[src/rtl/console_pkg.sv]
`default_nettype none
// ============================================================================
// Module  : console_pkg
// Brief   : Shared types and constants for the console UART paths.
// Revision: 1.0 - initial release
// ============================================================================
package console_pkg;

    localparam int   UART_DATA_BITS  = 8;
    localparam logic UART_IDLE_LEVEL = 1'b1;

    typedef enum logic [2:0] {
        ST_IDLE   = 3'd0,
        ST_START  = 3'd1,
        ST_DATA   = 3'd2,
        ST_PARITY = 3'd3,
        ST_STOP   = 3'd4
    } uart_tx_state_t;

endpackage : console_pkg
`default_nettype wire

[src/rtl/console_uart_tx_baud_tick.sv]
`default_nettype none
// ============================================================================
// Module  : baud_tick
// Brief   : Free-running bit-period counter with synchronous clear and a
//           terminal-count flag; wraps to zero on terminal count.
// Revision: 1.0 - initial release
// ============================================================================
module baud_tick #(
    parameter int CLKS = 16
) (
    input  logic clk,
    input  logic rst_n,
    input  logic i_clear,
    output logic o_tc
);

    localparam int              CNT_W        = (CLKS > 1) ? $clog2(CLKS) : 1;
    localparam logic [CNT_W-1:0] c_last_count = CNT_W'(CLKS - 1);

    logic [CNT_W-1:0] r_count;

    always_ff @(posedge clk) begin
        if (!rst_n || i_clear || o_tc) begin
            r_count <= '0;
        end else begin
            r_count <= r_count + CNT_W'(1);
        end
    end

    assign o_tc = (r_count == c_last_count);

endmodule : baud_tick
`default_nettype wire

[src/rtl/console_uart_tx.sv]
`default_nettype none
// ============================================================================
// Module  : console_uart_tx
// Brief   : Drains the console FIFO onto a UART TX line (8N1, LSB first,
//           gapless frames). Define CONSOLE_UART_TX_PARITY_EN for 8E1.
// Revision: 1.0 - initial release
// ============================================================================
module console_uart_tx
    import console_pkg::*;
#(
    parameter int CLKS_PER_BIT = 16
) (
    input  logic       clk,
    input  logic       rst_n,
    input  logic       en,
    input  logic       data_avail,
    input  logic [7:0] data_in,
    output logic       adv,
    output logic       tx,
    output logic       busy
);

    if (CLKS_PER_BIT < 4 || CLKS_PER_BIT > 65535) begin : g_bad_clks_per_bit
        $error("console_uart_tx: CLKS_PER_BIT must be within 4..65535");
    end

    localparam logic [2:0] c_last_bit = 3'(UART_DATA_BITS - 1);

    uart_tx_state_t r_state, w_state_next;
    logic [7:0]     r_shreg, w_shreg_next;
    logic [2:0]     r_bitcnt, w_bitcnt_next;
    logic           r_adv, r_tx, r_busy;
    logic           w_adv_next, w_tx_next, w_busy_next;
    logic           w_tc;
    logic           w_can_load;
    logic           w_load;
`ifdef CONSOLE_UART_TX_PARITY_EN
    logic           r_parity, w_parity_next;
`endif

    baud_tick #(
        .CLKS    (CLKS_PER_BIT)
    ) u_baud_tick (
        .clk     (clk),
        .rst_n   (rst_n),
        .i_clear (r_state == ST_IDLE),
        .o_tc    (w_tc)
    );

    assign w_can_load = en && data_avail;

    always_comb begin
        w_state_next  = r_state;
        w_shreg_next  = r_shreg;
        w_bitcnt_next = r_bitcnt;
        w_load        = 1'b0;

        case (r_state)
            ST_IDLE: begin
                w_load = w_can_load;
            end
            ST_START: begin
                if (w_tc) w_state_next = ST_DATA;
            end
            ST_DATA: begin
                if (w_tc) begin
                    w_shreg_next  = {1'b0, r_shreg[7:1]};
                    w_bitcnt_next = r_bitcnt + 3'd1;
                    if (r_bitcnt == c_last_bit) begin
`ifdef CONSOLE_UART_TX_PARITY_EN
                        w_state_next = ST_PARITY;
`else
                        w_state_next = ST_STOP;
`endif
                    end
                end
            end
`ifdef CONSOLE_UART_TX_PARITY_EN
            ST_PARITY: begin
                if (w_tc) w_state_next = ST_STOP;
            end
`endif
            ST_STOP: begin
                // Last stop cycle doubles as the load slot so frames chain gaplessly.
                if (w_tc) begin
                    if (w_can_load) w_load = 1'b1;
                    else            w_state_next = ST_IDLE;
                end
            end
            default: begin
                w_state_next = ST_IDLE;
            end
        endcase

        if (w_load) begin
            w_state_next  = ST_START;
            w_shreg_next  = data_in;
            w_bitcnt_next = 3'd0;
        end

`ifdef CONSOLE_UART_TX_PARITY_EN
        w_parity_next = w_load ? ^data_in : r_parity;
`endif

        // Outputs are derived from next-state values so they can be registered.
        w_adv_next  = w_load;
        w_busy_next = (w_state_next != ST_IDLE);
        case (w_state_next)
            ST_START:  w_tx_next = 1'b0;
            ST_DATA:   w_tx_next = w_shreg_next[0];
`ifdef CONSOLE_UART_TX_PARITY_EN
            ST_PARITY: w_tx_next = w_parity_next;
`endif
            default:   w_tx_next = UART_IDLE_LEVEL;
        endcase
    end

    always_ff @(posedge clk) begin
        if (!rst_n) begin
            r_state  <= ST_IDLE;
            r_shreg  <= '0;
            r_bitcnt <= '0;
            r_adv    <= 1'b0;
            r_tx     <= UART_IDLE_LEVEL;
            r_busy   <= 1'b0;
`ifdef CONSOLE_UART_TX_PARITY_EN
            r_parity <= 1'b0;
`endif
        end else begin
            r_state  <= w_state_next;
            r_shreg  <= w_shreg_next;
            r_bitcnt <= w_bitcnt_next;
            r_adv    <= w_adv_next;
            r_tx     <= w_tx_next;
            r_busy   <= w_busy_next;
`ifdef CONSOLE_UART_TX_PARITY_EN
            r_parity <= w_parity_next;
`endif
        end
    end

    assign adv  = r_adv;
    assign tx   = r_tx;
    assign busy = r_busy;

endmodule : console_uart_tx
`default_nettype wire

[config.mk]
export PLATFORM = sky130hd
export DESIGN_NAME = console_uart_tx
export DESIGN_NICKNAME = d
export VERILOG_FILES = /design/src/rtl/console_pkg.sv /design/src/rtl/console_uart_tx_baud_tick.sv /design/src/rtl/console_uart_tx.sv
export SDC_FILE = /design/constraint.sdc
export NUM_CORES = 1
export LEC_CHECK = 0
export CAP_MARGIN = 20
export CORE_MARGIN = 3
export CORE_UTILIZATION = 50
export DETAILED_ROUTE_END_ITERATION = 7
export PLACE_DENSITY_LB_ADDON = 0.15
export SYNTH_ARGS = -nofsm -noshare
export SYNTH_HDL_FRONTEND = slang
export SYNTH_SLANG_ARGS = --single-unit
export TNS_END_PERCENT = 5
[constraint.sdc]
create_clock -name clk -period 4.4 [get_ports clk]
set_input_delay 0.44 -clock clk [delete_from_list [all_inputs] [get_ports clk]]
set_output_delay 0.44 -clock clk [all_outputs]
set_load 0.02 [all_outputs]
==> results of run 1 <==
[path summary, 6_finish.rpt]
path | startpoint | endpoint | cells past startpoint
min | u_baud_tick.r_count[0] | u_baud_tick.r_count[0] | 1
min reg2reg | u_baud_tick.r_count[0] | u_baud_tick.r_count[0] | 1
max | u_baud_tick.r_count[0] | tx | 5
max reg2reg | u_baud_tick.r_count[0] | tx | 5
[metal layers]
layer / GRT usage (%) / share of wire (%) / vias up
met5: 0 / 0 / -
met4: 11.3 / 2.7 / 0
met3: 4.51 / 3.4 / 5
met2: 19.3 / 42 / 12
met1: 20.4 / 52 / 277
li1: - / - / 326
[layout by cell type, fill, tap and decap left out]
| cell | count |
|---|---|
| dfxtp_1 | 21 |
| a211o_1 | 1 |
| o311a_1 | 1 |
| o21ai_0 | 4 |
| nand3_1 | 3 |
| o2bb2ai_1 | 7 |
| nor2_1 | 7 |
| o311ai_0 | 1 |
| nand2_1 | 2 |
| a311o_1 | 1 |
| a31oi_1 | 1 |
| inv_1 | 3 |
| and3_1 | 2 |
| clkbuf_1 | 1 |
| ha_1 | 3 |
| a21oi_1 | 3 |
| clkdlybuf4s50_1 | 14 |
| clkbuf_4 | 3 |
| xor2_1 | 2 |
| inv_2 | 1 |
| nand2_2 | 1 |
| nor2b_1 | 1 |
| nor4_4 | 1 |
| mux2i_1 | 9 |
| xnor2_1 | 1 |
| nor4bb_2 | 1 |
| nand4_1 | 1 |
| nand2b_1 | 1 |
[kinds of logic (layout without fill, tap and decap cells)]
family / Yosys count / after routing / share of synthesized area, %
AOI/OAI and AO/OA: 19 / 19 / 16.0
xor gates and xnor gates: 3 / 3 / 3.01
adders and majority gates: 3 / 3 / 4.30
buffers and inverters: 7 / 22 / 4.01
DFF: 21 / 21 / 48.1
muxes: 9 / 9 / 10.3
and+or+nand+nor: 20 / 20 / 14.2
[cell type report]
cell class	instances	area, um2
fillers	134	537
repair buffers	14	140
flip-flops and latches	21	420
multi-input cells	54	418
inverters	4	15.0
clock buffers	4	26.3
well taps	16	20.0
[where the power goes]
part	switching [uW]	internal (uW)	total, uW	leakage (uW)
combinational	12.6	17.4	30.0	0.000190
clock	56.9	35.4	92.3	0.0000150
sequential	4.26	197	201	0.000171
[sequential cells by signal, summed over array words and instances, names as in the netlist]
| signal | cells |
|---|---|
| busy | 1 |
| r_state | 3 |
| r_shreg | 8 |
| tx | 1 |
| r_bitcnt | 3 |
| adv | 1 |
| u_baud_tick.r_count | 4 |
[metrics by stage]
stage	utilization, %	total power [uW]	setup slack [ns]	hold WS, ns	instance area [um2]
4_1_cts	66.0	327	2.43	0.460	1040
3_5_place_dp	64.3	235	2.39	0.436	1010
5_1_grt	66.0	339	2.26	0.472	1040
6_report	66.0	323	2.46	0.455	1040
2_1_floorplan	-	220	2.94	0.418	873
3_3_place_gp	64.3	235	2.44	0.427	1010
==> results by group, run 1 <==
Detailed routing
  • Wire per inst: 12.6 um
  • Antenna Nets Post-Route: 0
  • Initial DRC count: 8
  • Via count: 620
  • Drt drc: 0
  • First-pass DRT Iterations: 3
  • Wirelength, routed: 1430 um
  • Drt via density: 5.49

Critical path
  • Crit Path Class: flip-flop to flip-flop
  • Crit Path Max Fanout: 11
  • Worst Path Required: 4.59 ns
  • Crit start category: flip-flop
  • Crit-path max cell delay: 0.67 ns
  • Slowest cell on crit path: nor4_4
  • Largest delay contributor family on the critical path: simple AND/OR/NAND/NOR gates
  • Crit-path cells: ha_1 > nand3_1 > nor4_4 > mux2i_1 > a21oi_1
  • Crit path buffers/inverters: 0
  • CP endpoint kind: flip-flop
  • Worst path arrival time: 2.13 ns
  • R2R setup slack: 2.46 ns

Floorplanning
  • Die footprint: 2280 um2
  • Die height: 47.8 um
  • Starting Density: 55.4%
  • Core Footprint: 1580 um2
  • FP Rows: 14
  • Die X: 47.8 um
  • Boundary Pins: 15

Place
  • IO Port Bufs: 14
  • Hpwl dp: 1020 um
  • Gpl congestion: 0.746
  • Placed Cells: 109

Clocking
  • CTS H-tree lvls: 1
  • CTS tree: done
  • Post-CTS Resized: 0
  • Worst skew pair latency: 0.31 ns
  • CTS max path bufs: 2
  • Clock slew at reported path FFs: 0.11 ns
  • Post-CTS setup-driven buffer insertion count: 0
  • Num Clock Sinks: 21
  • Hold buffer count at cts: 0
  • Total CTS buffers: 3
  • Root buffer cell: clkbuf_4

Timing
  • Crit share post-route: 44.0%
  • Final setup viols: 0
  • Minimum clock period: 1.94 ns
  • Final Hold Fails: 0
  • Final-report max-slew violation count: 0
  • Worst-margin pin slew: 0.830 ns
  • Slew headroom: 44.2%
  • RSZ-0062 raised after global routing: false
  • Setup TNS Final: 0 ns
  • Achievable Freq: 516 MHz
  • Clock skew: 0.00673 ns

Yosys
  • Post-synth ARST share: 0%
  • Synthesized area per cell: 10.7 um2
  • Top_reg_cell synth: dfxtp_1
  • Synth top area cells: dfxtp_1 48%, mux2i_1 10%, o2bb2ai_1 7.0%
  • Post-Syn Area: 873 um2
  • Yosys reg bits: 21
  • Number of flops mapped to enable cells by yosys: 0
  • Yosys warns: 0
  • Area leader, netlist: dfxtp_1
  • Top cells by count, synth: 21 x dfxtp_1, 9 x mux2i_1, 7 x nor2_1, 7 x o2bb2ai_1, 4 x o21ai_0
  • Synth top area share: 48.1%
  • Netlist cell types: 28
  • Post-synthesis sequential area ratio: 48.1%
  • Post-synthesis net count: 97
  • Count leader, synth: dfxtp_1
  • Post-Synthesis Cells: 82

Layout
  • Layout cells sized above 1: 7.22%
  • Nets: 113
  • Ant diodes: 0
  • Non-filler instance count after layout: 113
  • Syn-to-layout area delta: 19.1%

Global route
  • Vias in the first global route: 537
  • Initial antenna violation count: 0
  • Largest net degree at the start of global routing: 12
  • First-pass GRT wire length: 2310 um
  • Global-route usage over all layers: 14.9%
  • Global route total overflow: 0

Flow run
  • MaxCap Viol Count: 0

Power and ir drop
  • Leakage power total: 0.000376 uW
  • Maximum vdd drop: 267 uV
  • Power per cell area: 311 nW/um2

Worst hold path
  • Hold Path Class: flip-flop to flip-flop

Status
  • Status: finished, final reports clean
(Power assumes the default switching activity.)
==> run 2: changes to the inputs <==
clock period = 2.05 ns   (was 4.4 ns; I/O delays follow)
==> run 2 against run 1 <==
  * Core utilization is 0.95 points higher
  * Total power is 110% higher
  * First-iteration DRC count is 63% lower
  * Critical path depth is 1 higher
  * Worst setup slack worse by 2.2 ns
  * Clock power is 110% higher
  * Die area stayed put
  * Worst hold slack worse by 0.0051 ns
  * Sequential power is 110% higher
  * Cell count is 1.8% higher
  * Combinational power is 120% higher
  * Highest routed layer unchanged
==> results by group, run 2 (synthesis gave the netlist of run 1 again) <==
Timing
  • Slew headroom: 58.9% (+15 points)
  • RSZ-0062 raised after global routing: false
  • Final setup viols: 0 (unchanged)
  • Final-report max-slew violation count: 0 (unchanged)
  • Achievable Freq: 557 MHz (+8.0%)
  • Final hold slack: 0.450 ns (-0.00514 ns)
  • Clock skew: 0.00733 ns (+0.000598 ns)
  • Worst-margin pin slew: 0.609 ns (-0.222 ns)
  • Setup TNS Final: 0 ns (unchanged)
  • Final Hold Fails: 0 (unchanged)
  • Crit share post-route: 87.5% (+43 points)
  • Minimum clock period: 1.79 ns (-0.144 ns)
  • Worst Slack Setup Final: 0.256 ns (-2.21 ns)

Critical path
  • Crit Path Max Fanout: 7 (-4)
  • Worst Path Required: 2.25 ns (-2.34 ns)
  • Worst path arrival time: 1.99 ns (-0.14 ns)
  • Crit Path Class: flip-flop to flip-flop
  • Cells on worst reg2reg path: 6 (+1)
  • Crit start category: flip-flop
  • CP endpoint kind: flip-flop

Clocking
  • Post-CTS Resized: 0 (unchanged)
  • Worst skew pair latency: 0.30 ns (about the same)
  • Total CTS buffers: 3 (unchanged)
  • Post-CTS setup-driven buffer insertion count: 0 (unchanged)
  • CTS max path bufs: 2 (unchanged)
  • Clock slew at reported path FFs: 0.11 ns (about the same)
  • CTS H-tree lvls: 1 (unchanged)
  • Hold buffer count at cts: 0 (unchanged)
  • Root buffer cell: clkbuf_4
  • Num Clock Sinks: 21 (unchanged)
  • CTS tree: done

Detailed routing
  • First-pass DRT Iterations: 4 (+1)
  • Wire per inst: 13.6 um (+7.8%)
  • Via count: 637 (+2.7%)
  • Routed met3 length: 73 um (+52%)
  • Initial DRC count: 3 (-5)
  • Drt via density: 5.54 (+0.96%)
  • Drt drc: 0 (unchanged)
  • DR WL met2: 703 um (+17%)
  • Metal-1 WL: 759 um (+2.8%)
  • Antenna Nets Post-Route: 0 (unchanged)
  • Wirelength, routed: 1560 um (+9.7%)
  • Max layer used: met4

Layout
  • Commonest non-fill, non-tap cell in the layout: dfxtp_1
  • Most flop-heavy register: r_shreg
  • Ant diodes: 0 (unchanged)
  • Filler cells: 139 (+3.7%)
  • Regs by FF count: r_shreg x8, u_baud_tick.r_count x4
  • Nets: 115 (+1.8%)
  • Final Cell Area: 1050 um2 (+1.4%)
  • Max reg flops: 8 (unchanged)
  • Syn-to-layout area delta: 20.8%
  • Layout cells sized above 1: 9.09% (+1.9 points)
  • Most frequent cells in the layout: 21 x dfxtp_1, 14 x clkdlybuf4s50_1, 9 x mux2i_1

Power and ir drop
  • Leakage power total: 0.000387 uW (+2.9%)
  • Power per cell area: 655 nW/um2 (+110%)
  • Maximum vdd drop: 504 uV (+89%)
  • Total Power: 691 uW (+110%)

Place
  • Gpl congestion: 0.732 (-2.0%)
  • IO Port Bufs: 14 (unchanged)
  • Pre-CTS WS: 0.274 ns (-2.12 ns)
  • Post-DP Area: 1030 um2 (+1.5%)
  • Hpwl dp: 1200 um (+18%)

Global route
  • Global route total overflow: 0 (unchanged)
  • Global-route usage over all layers: 16.6% (+1.7 points)
  • First-pass GRT wire length: 2520 um (+9.0%)
  • Initial antenna violation count: 0 (unchanged)
  • Largest net degree at the start of global routing: 12 (unchanged)
  • Vias in the first global route: 574 (+6.9%)

Worst hold path
  • Hold path depth: 2 (+1)
  • Hold Path Class: input pin to flip-flop

Floorplanning
  • Die X: 47.8 um (unchanged)
  • Core Footprint: 1580 um2 (unchanged)
  • Die height: 47.8 um (unchanged)
  • Boundary Pins: 15 (unchanged)
  • Starting Density: 55.4% (unchanged)
  • FP Rows: 14 (unchanged)
  • Die footprint: 2280 um2 (unchanged)

Status
  • Status: finished, final reports clean

Flow run
  • MaxCap Viol Count: 0 (unchanged)
==> run 2: cell count changes in the layout (fill, tap and decap cells not counted) <==
cell,change
buf_4,+2
==> run 2: cell type report <==
cell class	count	area, um2	area share (%)
inverter	4	15.0	1.42
tap	16	20.0	1.90
clock buffer	4	26.3	2.49
sequential	21	420	39.9
timing repair buffer	16	155	14.7
multi-input combinational	54	418	39.6
==> run 2: per-stage QoR <==
step | instances | utilization, %
2_1_floorplan | 82 | -
3_3_place_gp | 111 | 65.2
3_5_place_dp | 111 | 65.2
4_1_cts | 115 | 66.9
5_1_grt | 115 | 66.9
6_report | 115 | 66.9
==> run 2: routing by layer <==
layer	global-route usage (%)	up-vias
li1	-	332
met1	20.6	288
met2	24.8	12
met3	6.77	5
met4	8.06	0
met5	0	-
==> run 2: worst paths after layout <==
| kind | startpoint | endpoint | slack, ns |
|---|---|---|---|
| hold / removal | data_in[7] | r_shreg[7] | 0.45 |
| hold reg to reg | u_baud_tick.r_count[0] | u_baud_tick.r_count[0] | 0.47 |
| setup / recovery | u_baud_tick.r_count[0] | r_shreg[6] | 0.26 |
| setup reg to reg | u_baud_tick.r_count[0] | r_shreg[6] | 0.26 |
==> run 2: critical path, cell delays in order (launching register included) <==
cell and delay, ns:
dfxtp_1 0.38, ha_1 0.22, nand3_1 0.19, nor4_4 0.36
buf_4 0.25, mux2i_1 0.19, o2bb2ai_1 0.09
==> run 2: where the power goes <==
group / switching [uW] / internal, uW / total, uW / leakage [uW]
clock: 116 / 75.9 / 192 / 0.0000150
sequential: 9.79 / 422 / 432 / 0.000171
combinational: 28.5 / 38.4 / 66.9 / 0.000201
total: 154 / 537 / 691 / 0.000387
==> run 3: changes to the inputs <==
CELL_PAD_IN_SITES_DETAIL_PLACEMENT = 2   (was not set)
CELL_PAD_IN_SITES_GLOBAL_PLACEMENT = 2   (was not set)
CORE_UTILIZATION = 32   (was 50)
==> run 3 against run 2 <==
  * Die area increased by 48%
  * Register-to-register slack gained 0.12 ns
  * Clock skew shrank 0.0032 ns
  * Critical endpoint is now r_shreg[0]
==> results by group, run 3 (synthesis gave the netlist of run 1 again) <==
Layout
  • Nets: 116 (+0.87%)
  • Register area: 420 um2 (unchanged)
  • Commonest non-fill, non-tap cell in the layout: dfxtp_1
  • Filler cells: 273 (+96%)
  • Ant diodes: 0 (unchanged)
  • Most flop-heavy register: r_shreg
  • Area of the multi-input gates: 418 um2 (unchanged)
  • Layout cells sized above 1: 10.0% (+0.91 points)
  • Syn-to-layout area delta: 23.6%
  • Most frequent cells in the layout: 21 x dfxtp_1, 14 x clkdlybuf4s50_1, 9 x mux2i_1
  • Regs by FF count: r_shreg x8, u_baud_tick.r_count x4
  • Max reg flops: 8 (unchanged)
  • Final Cell Area: 1080 um2 (+2.4%)

Clocking
  • CTS H-tree lvls: 1 (unchanged)
  • Worst skew pair latency: 0.30 ns (about the same)
  • Num Clock Sinks: 21 (unchanged)
  • Clock slew at reported path FFs: 0.12 ns (about the same)
  • Post-CTS setup-driven buffer insertion count: 0 (unchanged)
  • CTS tree: done
  • Post-CTS Resized: 0 (unchanged)
  • Hold buffer count at cts: 0 (unchanged)
  • Root buffer cell: clkbuf_4
  • Total CTS buffers: 3 (unchanged)
  • CTS max path bufs: 2 (unchanged)

Timing
  • Final-report max-slew violation count: 0 (unchanged)
  • RSZ-0062 raised after global routing: false
  • Minimum clock period: 1.68 ns (-0.115 ns)
  • Clock skew: 0.00409 ns (-0.00324 ns)
  • Slew headroom: 60.5% (+1.5 points)
  • Setup TNS Final: 0 ns (unchanged)
  • Crit share post-route: 81.9% (-5.6 points)
  • Worst-margin pin slew: 0.586 ns (-0.0228 ns)
  • Final setup viols: 0 (unchanged)
  • Final Hold Fails: 0 (unchanged)
  • Achievable Freq: 596 MHz (+6.9%)

Detailed routing
  • Wirelength, routed: 1920 um (+23%)
  • Max layer used: met4
  • First-pass DRT Iterations: 4 (unchanged)
  • Via count: 669 (+5.0%)
  • Drt drc: 0 (unchanged)
  • Antenna Nets Post-Route: 0 (unchanged)
  • DR WL met2: 917 um (+30%)
  • Metal-1 WL: 915 um (+21%)
  • Routed met3 length: 67 um (-8.2%)
  • Wire per inst: 14.8 um (+8.7%)
  • Drt via density: 5.15 (-7.1%)
  • Initial DRC count: 9 (+6)

Floorplanning
  • FP Rows: 18 (+4)
  • Core Footprint: 2540 um2 (+61%)
  • Die height: 58.2 um (+22%)
  • Starting Density: 34.3% (-21 points)
  • Boundary Pins: 15 (unchanged)
  • Die footprint: 3390 um2 (+48%)
  • Die X: 58.2 um (+22%)

Place
  • IO Port Bufs: 14 (unchanged)
  • Hpwl dp: 1480 um (+23%)
  • Gpl congestion: 0.691 (-5.6%)
  • Post-DP Area: 1050 um2 (+2.4%)

Global route
  • Initial antenna violation count: 0 (unchanged)
  • Global-route usage over all layers: 12.9% (-3.7 points)
  • Largest net degree at the start of global routing: 12 (unchanged)
  • Global route total overflow: 0 (unchanged)
  • First-pass GRT wire length: 3350 um (+33%)
  • Vias in the first global route: 729 (+27%)

Power and ir drop
  • Maximum vdd drop: 314 uV (-38%)
  • Leakage power total: 0.000392 uW (+1.2%)
  • Power per cell area: 649 nW/um2 (-0.89%)

Critical path
  • R2R setup slack: 0.37 ns (+0.12 ns)
  • Crit path buffers/inverters: 1 (unchanged)
  • Crit Path Max Fanout: 11 (+4)
  • Worst Path Required: 2.24 ns (about the same)
  • R2r startpoint: u_baud_tick.r_count[0]
  • Crit-path max cell delay: 0.37 ns (about the same)
  • Crit-path cells: ha_1 > nand3_1 > nor4_4 > buf_4 > mux2i_1 > a21oi_1
  • Reg-to-reg endpoint: r_shreg[0]
  • CP Depth: 6 (unchanged)
  • Worst path arrival time: 1.87 ns (-0.12 ns)
  • Slowest cell on crit path: dfxtp_1
  • Crit start category: flip-flop
  • Cells on worst reg2reg path: 6 (unchanged)
  • CP endpoint kind: flip-flop
  • Largest delay contributor family on the critical path: flip-flops
  • Crit Path Class: flip-flop to flip-flop

Worst hold path
  • Hold Path Class: input pin to flip-flop
  • Origin of the worst min-delay path: data_in[4]
  • Hold EP: r_shreg[4]
  • Hold path depth: 2 (unchanged)

Flow run
  • MaxCap Viol Count: 0 (unchanged)

Status
  • Status: finished, final reports clean
-- run 3: worst register-to-register path: stages (launching register included) --
cell,delay [ns]
dfxtp_1,0.37
ha_1,0.21
nand3_1,0.19
nor4_4,0.18
buf_4,0.26
mux2i_1,0.27
a21oi_1,0.09
-- run 3: worst max-delay path by stage --
stage	startpoint	slack, ns	end
after floorplan	u_baud_tick.r_count[0]	0.59	r_shreg[0]
after global placement	u_baud_tick.r_count[0]	0.35	r_shreg[0]
after detailed placement	data_avail	0.32	r_shreg[5]
after CTS	u_baud_tick.r_count[0]	0.33	r_shreg[0]
after global routing	u_baud_tick.r_count[0]	0.12	r_shreg[0]
final	u_baud_tick.r_count[0]	0.37	r_shreg[0]
-- run 3: per-layer routing --
layer / GRT usage, % / up-vias
met5: 0 / -
met4: 3.97 / 0
met3: 2.90 / 4
met2: 21.8 / 9
met1: 16.4 / 323
li1: - / 333
-- run 3: final cells by class --
cell class              instances  share of cell area [%]
inverters                       4                    1.39
well taps                      30                    3.48
multi-input cells              54                    38.7
clock buffers                   4                    2.43
repair buffers                 17                    15.1
flip-flops and latches         21                    38.9
-- run 3: metrics by stage --
step                      power, uW  hold WS [ns]  setup slack [ns]  util (%)  cells
final                           701         0.453             0.372      42.4    130
after global routing            746         0.450             0.120      42.4    130
after CTS                       713         0.450             0.330      42.4    130
after detailed placement        512         0.444             0.320      41.4    126
after global placement          509         0.433             0.352      41.4    126
after floorplan                 471         0.322             0.587         -     82
-- run 3: power breakdown --
| part | total (uW) | switching (uW) | internal (uW) |
|---|---|---|---|
| Clock | 199 | 123 | 75.8 |
| Sequential | 432 | 9.67 | 422 |
| Combinational | 70.1 | 30.3 | 39.8 |
==> RTL change (settings of run 3) <==
Take the reset off `r_shreg` and load it in a clocked block of its own.
--- a/src/rtl/console_uart_tx.sv
+++ b/src/rtl/console_uart_tx.sv
@@ -118,7 +118,6 @@
     always_ff @(posedge clk) begin
         if (!rst_n) begin
             r_state  <= ST_IDLE;
-            r_shreg  <= '0;
             r_bitcnt <= '0;
             r_adv    <= 1'b0;
             r_tx     <= UART_IDLE_LEVEL;
@@ -128,7 +127,6 @@
 `endif
         end else begin
             r_state  <= w_state_next;
-            r_shreg  <= w_shreg_next;
             r_bitcnt <= w_bitcnt_next;
             r_adv    <= w_adv_next;
             r_tx     <= w_tx_next;
@@ -139,6 +137,10 @@
         end
     end
 
+    always_ff @(posedge clk) begin
+        r_shreg <= w_shreg_next;
+    end
+
     assign adv  = r_adv;
     assign tx   = r_tx;
     assign busy = r_busy;
Function: no difference found for any inputs over 10 cycles, from zero or initial values and one cycle with rst_n low; that may be too few to reach the edited logic, so the function may still have changed.
==> RTL change against run 3 <==
  * Wire length up 7.3%
  * Total power up 3.7%
  * Via count up 0.45%
  * Area after synthesis up 5.0%
  * Synthesized cell count down 3.7%
  * Sequential cell count unchanged
  * Final area up 4.1%
  * Maximum frequency down 6.2%
  * Largest power group unchanged
  * Sequential power up 4.6%
  * Setup slack worse by 0.11 ns
  * Non-clock buffer count unchanged
  * Combinational power up 6.1%
==> RTL change: results (changes against run 3) <==
| Metric | Value |
|---|---|
| M3 GR Usage | `0.0458 (+0.0168)` |
| Die footprint | `3540 um2 (+4.5%)` |
| Mean Syn Cell Area | `11.6 um2 (+9.0%)` |
| Total global routing track utilization | `0.131 (+0.00157)` |
| Cell Count Post-Placement | `122 (-3.2%)` |
| CP Max Fanout | `10 (-1)` |
| Delay of the slowest critical-path stage | `0.41 ns (+0.04 ns)` |
| Detailed-route wire length on metal 1 | `959 um (+4.8%)` |
| Distinct cells, synth | `32 (+14%)` |
| CP Data Arrival Time | `2.00 ns (+0.13 ns)` |
| Part of the Yosys area used for sequential elements | `0.535 (+0.0534)` |
| Dpl hpwl | `1540 um (+3.9%)` |
| Post-synth EDFFs | `7 (+7)` |
| Run status | `completed` |
| Reported leakage power | `0.428 nW (+9.2%)` |
| Number of search-and-repair iterations in the first detailed-routing pass | `2 (-2)` |
| Initial drt markers | `11 (+2)` |
| Post-Synthesis Net Count | `94 (-3.1%)` |
| Overall via count from detail_route | `672 (+0.45%)` |
| Met1 global-route usage | `0.164 (-0.000179)` |
| Number of global-route vias before repair | `694 (-4.8%)` |
| Maximum VDD drop | `0.421 mV (+34%)` |
| Worst Max-Slew Pin Slew | `0.631 ns (+0.0448 ns)` |
| Routed wire length | `2060 um (+7.3%)` |
| Clock Skews | `0.00241 ns (-0.00167 ns)` |
| Met3 layer wire length in the routed design | `93 um (+39%)` |
| Met2 WL post-DR | `995 um (+8.5%)` |
| Post-synthesis xor/xnor area fraction | `0.0286 (-0.00144)` |
RTL change: cell count changes after synthesis, sizes merged, moves of 5 or more:
| cell | run 3 | this run |
|---|---|---|
| dfxtp | 21 | 14 |
| edfxtp | 0 | 7 |
| o2bb2ai | 7 | 0 |
| a22o | 0 | 6 |
| mux2i | 9 | 4 |
RTL change: final cells by class:
cell class	instances	share of cell area
timing repair buffer	17	0.145
inverter	2	0.00668
multi-input combinational	52	0.355
sequential	21	0.437
tap	30	0.0334
clock buffer	4	0.0234
RTL change: worst paths after layout:
| path | from | to | slack, ns | depth (start not counted) |
|---|---|---|---|---|
| worst max-delay path | u_baud_tick.r_count[0] | r_bitcnt[1] | 0.26 | 6 |
| worst min-delay path | u_baud_tick.r_count[0] | u_baud_tick.r_count[0] | 0.47 | 1 |
| worst max register to register | u_baud_tick.r_count[0] | r_bitcnt[1] | 0.26 | 6 |
| worst min register to register | u_baud_tick.r_count[0] | u_baud_tick.r_count[0] | 0.47 | 1 |
RTL change: through the flow:
stage	cell area (um2)	total power [mW]	setup slack [ns]	utilization
after floorplan	917	0.492	0.257	-
after global placement	1100	0.534	0.295	0.424
after detailed placement	1100	0.537	0.265	0.424
after CTS	1120	0.740	0.248	0.434
after global routing	1120	0.765	0.0700	0.434
final	1120	0.727	0.261	0.434
RTL change: worst max-delay path: cells and delay by family, from the launching register on:
family	cells	cell delay (ns)
AO/OA/AOI/OAI	1	0.41
flip-flops	1	0.37
AND/OR/NAND/NOR	3	0.37
adder cells (fa/ha/maj)	1	0.28
buffers and inverters	1	0.25
RTL change: power breakdown:
part           switching (mW)  internal (mW)
sequential            0.00722          0.445
combinational          0.0328         0.0416
clock                   0.125         0.0760
total                   0.165          0.563
